`src/rtl/if_fetch_stage.sv`:
```
// Instruction-fetch stage: owns the fetch PC, drives an in-order req/gnt/rvalid memory port, feeds IF/ID.
// Define IF_SKID_BUF_EN for a 2-entry instruction queue (DEPTH=2); otherwise one holding entry (DEPTH=1).
module if_fetch_stage #(
    parameter logic [31:0] RESET_PC = 32'h1C000000
) (
    input  logic        clk,
    input  logic        rst,
    output logic [31:0] pc_o,
    input  logic [31:0] npc_i,
    input  logic        redirect_i,
    input  logic        stall_i,
    output logic        imem_req_o,
    output logic [31:0] imem_addr_o,
    input  logic        imem_gnt_i,
    input  logic        imem_rvalid_i,
    input  logic [31:0] imem_rdata_i,
    output logic        if_valid_o,
    output logic [31:0] if_pc_o,
    output logic [31:0] if_inst_o
);

`ifdef IF_SKID_BUF_EN
    localparam int DEPTH = 2;
`else
    localparam int DEPTH = 1;
`endif
    localparam logic [31:0] NOP = 32'h00000013;

    typedef enum logic {IDLE, RUN} state_t;

    state_t      r_state;
    state_t      w_stateNext;
    logic        w_run;

    logic [31:0] r_pc;
    logic [1:0]  r_outstanding;
    logic [1:0]  r_dropCnt;
    logic [31:0] r_tag [2];

    logic [1:0]  r_qCount;
    logic [31:0] r_qPc [2];
    logic [31:0] r_qInst [2];

    logic        r_ifValid;
    logic [31:0] r_ifPc;
    logic [31:0] r_ifInst;

    logic        w_req;
    logic        w_grant;
    logic        w_rspValid;
    logic        w_rspLive;
    logic        w_load;
    logic        w_pop;
    logic        w_bypass;
    logic        w_push;
    logic        w_qWrIdx;
    logic        w_tagWrIdx;
    logic [1:0]  w_qCountNext;
    logic [1:0]  w_outNext;
    logic [2:0]  w_slots;

    always_ff @(posedge clk) begin
        if (rst) begin
            r_state <= IDLE;
        end else begin
            r_state <= w_stateNext;
        end
    end

    always_comb begin
        w_stateNext = r_state;
        case (r_state)
            IDLE:    w_stateNext = RUN;
            RUN:     w_stateNext = RUN;
            default: w_stateNext = IDLE;
        endcase
    end

    always_comb begin
        w_run = 1'b0;
        if (r_state == RUN) begin
            w_run = 1'b1;
        end
    end

    // Stray rvalid with nothing outstanding is ignored; dropped or flushed responses never reach IF/ID.
    assign w_rspValid   = imem_rvalid_i && (r_outstanding != 2'd0);
    assign w_rspLive    = w_rspValid && (r_dropCnt == 2'd0) && !redirect_i;
    assign w_load       = !r_ifValid || !stall_i;
    assign w_pop        = w_load && (r_qCount != 2'd0);
    assign w_bypass     = w_load && (r_qCount == 2'd0) && w_rspLive;
    assign w_push       = w_rspLive && !w_bypass;
    assign w_qCountNext = r_qCount - 2'(w_pop) + 2'(w_push);
    assign w_qWrIdx     = r_qCount[0] ^ w_pop;
    assign w_tagWrIdx   = r_outstanding[0] ^ w_rspValid;

    // Credit check looks at occupancy after this cycle's response and IF/ID load, so a
    // single-entry build still sustains one fetch per cycle with a 1-cycle memory.
    assign w_slots   = 3'(r_outstanding) - 3'(w_rspValid) + 3'(w_qCountNext);
    assign w_req     = w_run && (w_slots < 3'(DEPTH));
    assign w_grant   = w_req && imem_gnt_i;
    assign w_outNext = r_outstanding + 2'(w_grant) - 2'(w_rspValid);

    always_ff @(posedge clk) begin
        if (rst) begin
            r_pc          <= RESET_PC;
            r_outstanding <= 2'd0;
            r_dropCnt     <= 2'd0;
        end else begin
            r_outstanding <= w_outNext;
            if (redirect_i) begin
                r_pc      <= npc_i;
                r_dropCnt <= w_outNext;
            end else begin
                if (w_grant) begin
                    r_pc <= r_pc + 32'd4;
                end
                if (w_rspValid && (r_dropCnt != 2'd0)) begin
                    r_dropCnt <= r_dropCnt - 2'd1;
                end
            end
        end
    end

    always_ff @(posedge clk) begin
        if (rst) begin
            r_tag[0] <= 32'd0;
            r_tag[1] <= 32'd0;
        end else begin
            if (w_rspValid) begin
                r_tag[0] <= r_tag[1];
            end
            if (w_grant) begin
                r_tag[w_tagWrIdx] <= r_pc;
            end
        end
    end

    always_ff @(posedge clk) begin
        if (rst) begin
            r_qCount   <= 2'd0;
            r_qPc[0]   <= 32'd0;
            r_qPc[1]   <= 32'd0;
            r_qInst[0] <= NOP;
            r_qInst[1] <= NOP;
        end else if (redirect_i) begin
            r_qCount <= 2'd0;
        end else begin
            if (w_pop) begin
                r_qPc[0]   <= r_qPc[1];
                r_qInst[0] <= r_qInst[1];
            end
            if (w_push) begin
                r_qPc[w_qWrIdx]   <= r_tag[0];
                r_qInst[w_qWrIdx] <= imem_rdata_i;
            end
            r_qCount <= w_qCountNext;
        end
    end

    always_ff @(posedge clk) begin
        if (rst) begin
            r_ifValid <= 1'b0;
            r_ifPc    <= 32'd0;
            r_ifInst  <= NOP;
        end else if (redirect_i) begin
            r_ifValid <= 1'b0;
        end else if (w_load) begin
            if (w_pop) begin
                r_ifValid <= 1'b1;
                r_ifPc    <= r_qPc[0];
                r_ifInst  <= r_qInst[0];
            end else if (w_bypass) begin
                r_ifValid <= 1'b1;
                r_ifPc    <= r_tag[0];
                r_ifInst  <= imem_rdata_i;
            end else begin
                r_ifValid <= 1'b0;
            end
        end
    end

    assign pc_o        = r_pc;
    assign imem_req_o  = w_req;
    assign imem_addr_o = r_pc;
    assign if_valid_o  = r_ifValid;
    assign if_pc_o     = r_ifPc;
    assign if_inst_o   = r_ifInst;

endmodule

```
`config.mk`:
```
export PLATFORM = sky130hd
export DESIGN_NAME = if_fetch_stage
export DESIGN_NICKNAME = d
export VERILOG_FILES = /design/src/rtl/if_fetch_stage.sv
export SDC_FILE = /design/constraint.sdc
export NUM_CORES = 1
export LEC_CHECK = 0
export CAP_MARGIN = 20
export CORE_MARGIN = 2
export CORE_UTILIZATION = 50
export DETAILED_ROUTE_END_ITERATION = 10
export MAX_ROUTING_LAYER = met4
export PLACE_DENSITY = 0.86
export SYNTH_ARGS = -nofsm -noshare
export SYNTH_HDL_FRONTEND = slang
export SYNTH_SLANG_ARGS = --single-unit
```
`constraint.sdc`:
```
create_clock -name clk -period 10.6 [get_ports clk]
set_input_delay 2.12 -clock clk [delete_from_list [all_inputs] [get_ports clk]]
set_output_delay 2.12 -clock clk [all_outputs]
set_load 0.02 [all_outputs]
```
==> qor.yml <==
hold_path:
  hold_class: "reg -> reg"
clock_network:
  cts_tree: "done"
  cts_buffers: 30
  cts_resized: 0
  post_cts_buffers: 0
  clock_path_buffers: 3
  htreeDepth: 1
  cts_hold_buf: 0
  clock-sinks: 296
  clk_pin_slew_worst_paths_ns: 0.06
  clk-insertion-delay-late_ns: 0.55
  cts_root_buffer: "clkbuf_16"
sta:
  slew_headroom: 0.392
  hold_viol: 0
  worstMarginPinSlew_ns: 0.913
  fin_tns_setup_ns: 0
  slew_violations: 0
  min_period_over_period: 0.779
  fin_crit_ns: 8.26
  setup_viol: 0
  rsz0062_at_grt: "false"
  clock_skew_ns: 0.0166
  fmax_mhz: 121
detailed_routing:
  drc: 0
  drtPass1Iterations: 6
  via_per_inst: 5.59
  drtIter0Drc: 1041
  vias: 9989
  ant_nets: 0
  wire_per_inst_microns: 17.1
  finalWirelength_microns: 30700
yosys:
  yosys_warnings: 0
  synth.distinct_cells: 54
  yosysTopAreaCell: "edfxtp_1"
  yosysSeqAreaShare: 0.598
  synth.top_cell.area_share: 0.440
  synth_area_sq_um: 13100
  netlist_top_cells_area: "edfxtp_1, dfxtp_1, nand2_1"
  synthCells: 1304
  synth_edf_count: 192
  ys.flop_type: "edfxtp_1"
  synth_nets: 1384
  synth_seq_cells: 296
  async_reset_ff_frac: 0
  syn-mean-instance-area_sq_um: 10.1
die:
  core-area_sq_um: 25900
  die_w_microns: 166
  num_rows: 59
  start_util: 0.506
  die_area_sq_um: 27500
  dieHeight_microns: 166
  ios: 200
critical_path:
  crit_required_ns: 8.48
  critPathArrivalTime_ns: 6.14
  crit_fanout: 6
  start_kind: "input port"
  critPathKind: "in -> out"
  end_kind: "output port"
place:
  routabilityCongestion: 0.826
  placedCellCount: 1731
  portBuffers: 199
  place_hpwl_microns: 19400
  place_area_sq_um: 15100
cells_and_area:
  final_util: 0.623
  drive_above_1_share: 0.0592
  mostFrequentLayoutCells: "nand2_1, clkdlybuf4s50_1, edfxtp_1"
  layout.cells.most_common: "nand2_1"
  nets: 1509
  syn_to_final_growth_pct: 23.1
  design_area_sq_um: 16100
  finalNonFillerCells: 1788
  num-fill-cells: 1991
  diodes: 0
pwr:
  p_leak_nw: 5.51
  vdd_drop_max_mv: 0.139
  p_per_area_nw_per_um2: 191
status:
  run_status: "complete, no violations"
global_route:
  grt_pass1_wl_microns: 49500
  grt_max_degree: 130
  antenna_found_initial: 0
  grt_overflow_total: 0
  grt_usage: 0.222
  first_global_vias: 9755
run:
  drv_cap: 0
-- flip-flops by register name, summed over array words and instances, names as in the netlist --
signal / cells
if_inst_o: 32
r_tag: 64
r_qCount: 2
r_outstanding: 2
r_qPc: 64
r_qInst: 64
r_dropCnt: 2
if_pc_o: 32
r_state: 1
if_valid_o: 1
imem_addr_o: 32
-- metal layers --
metal,track usage,vias up,wire (microns)
met4,0.0612,0,643
li1,-,4748,-
met5,-,-,0
met2,0.359,411,14600
met3,0.0412,64,2290
met1,0.289,4766,13100
-- area by class of cell --
type,count,area (sq um),area share
Clock buffer,39,846,0.0524
Clock inverter,17,163,0.0101
Inverter,20,75.1,0.00465
Multi-Input combinational cell,865,4650,0.288
Sequential cell,296,7850,0.486
Tap cell,335,419,0.0260
Timing Repair Buffer,216,2150,0.133
-- worst max-delay path, stage by stage --
cell             delay (ns)
clkdlybuf4s50_1        0.50
o21ai_1                0.13
inv_2                  0.11
nand2_2                0.14
a211o_1                0.30
ha_1                   0.28
inv_1                  0.04
ha_1                   0.17
xor2_1                 0.15
xnor2_1                0.24
ha_1                   0.30
fa_1                   0.50
xnor2_1                0.48
nor2_1                 0.12
clkdlybuf4s50_1        0.57
-- synth_stat cells (all sizes together), types with 9 or more instances --
cell / number
buf: 54
nand2: 344
inv: 20
a311oi: 63
clkbuf: 69
a211oi: 15
a21oi: 15
nand3: 13
edfxtp: 192
dfxtp: 104
nor3: 15
ha: 9
nor4: 12
nor2: 99
and2: 94
xnor2: 23
o21ai: 102
xor2: 10
-- kinds of logic (layout without fill, tap and decap cells) --
logic type | after synthesis | count (layout) | share of synthesized area
mux | 4 | 4 | 0.00305
fa+ha+maj | 10 | 10 | 0.0101
xor+xnor | 33 | 33 | 0.0226
flops | 296 | 296 | 0.598
buf+inv | 143 | 292 | 0.0517
simple gates | 606 | 606 | 0.208
compound gates | 212 | 212 | 0.106
-- path summary, 6_finish.rpt --
| check | start | endpoint | slack (ns) | depth (start not counted) |
|---|---|---|---|---|
| worst min register to register | if_pc_o[8] | if_pc_o[8] | 0.50 | 2 |
| worst max-delay path | imem_rvalid_i | imem_req_o | 2.34 | 15 |
| worst min-delay path | if_pc_o[8] | if_pc_o[8] | 0.50 | 2 |
| worst max register to register | r_outstanding[0] | r_tag[0][21] | 5.38 | 17 |
-- metrics by stage --
stage | worst slack [ns] | total power [W] | hold slack [ns]
CTS | 2.34 | 0.00309 | 0.503
global route | 2.10 | 0.00321 | 0.515
finish | 2.34 | 0.00308 | 0.498
global placement | 2.51 | 0.00201 | 0.487
floorplan | 2.74 | 0.00180 | 0.515
detailed placement | 2.37 | 0.00204 | 0.495
-- report_power, final --
group / switching, W / leakage, nW / internal (W)
clock: 0.000434 / 0.482 / 0.000632
sequential: 0.0000851 / 2.82 / 0.00135
combinational: 0.000342 / 2.21 / 0.000235
Note: power is estimated with default switching activity, not from simulation.
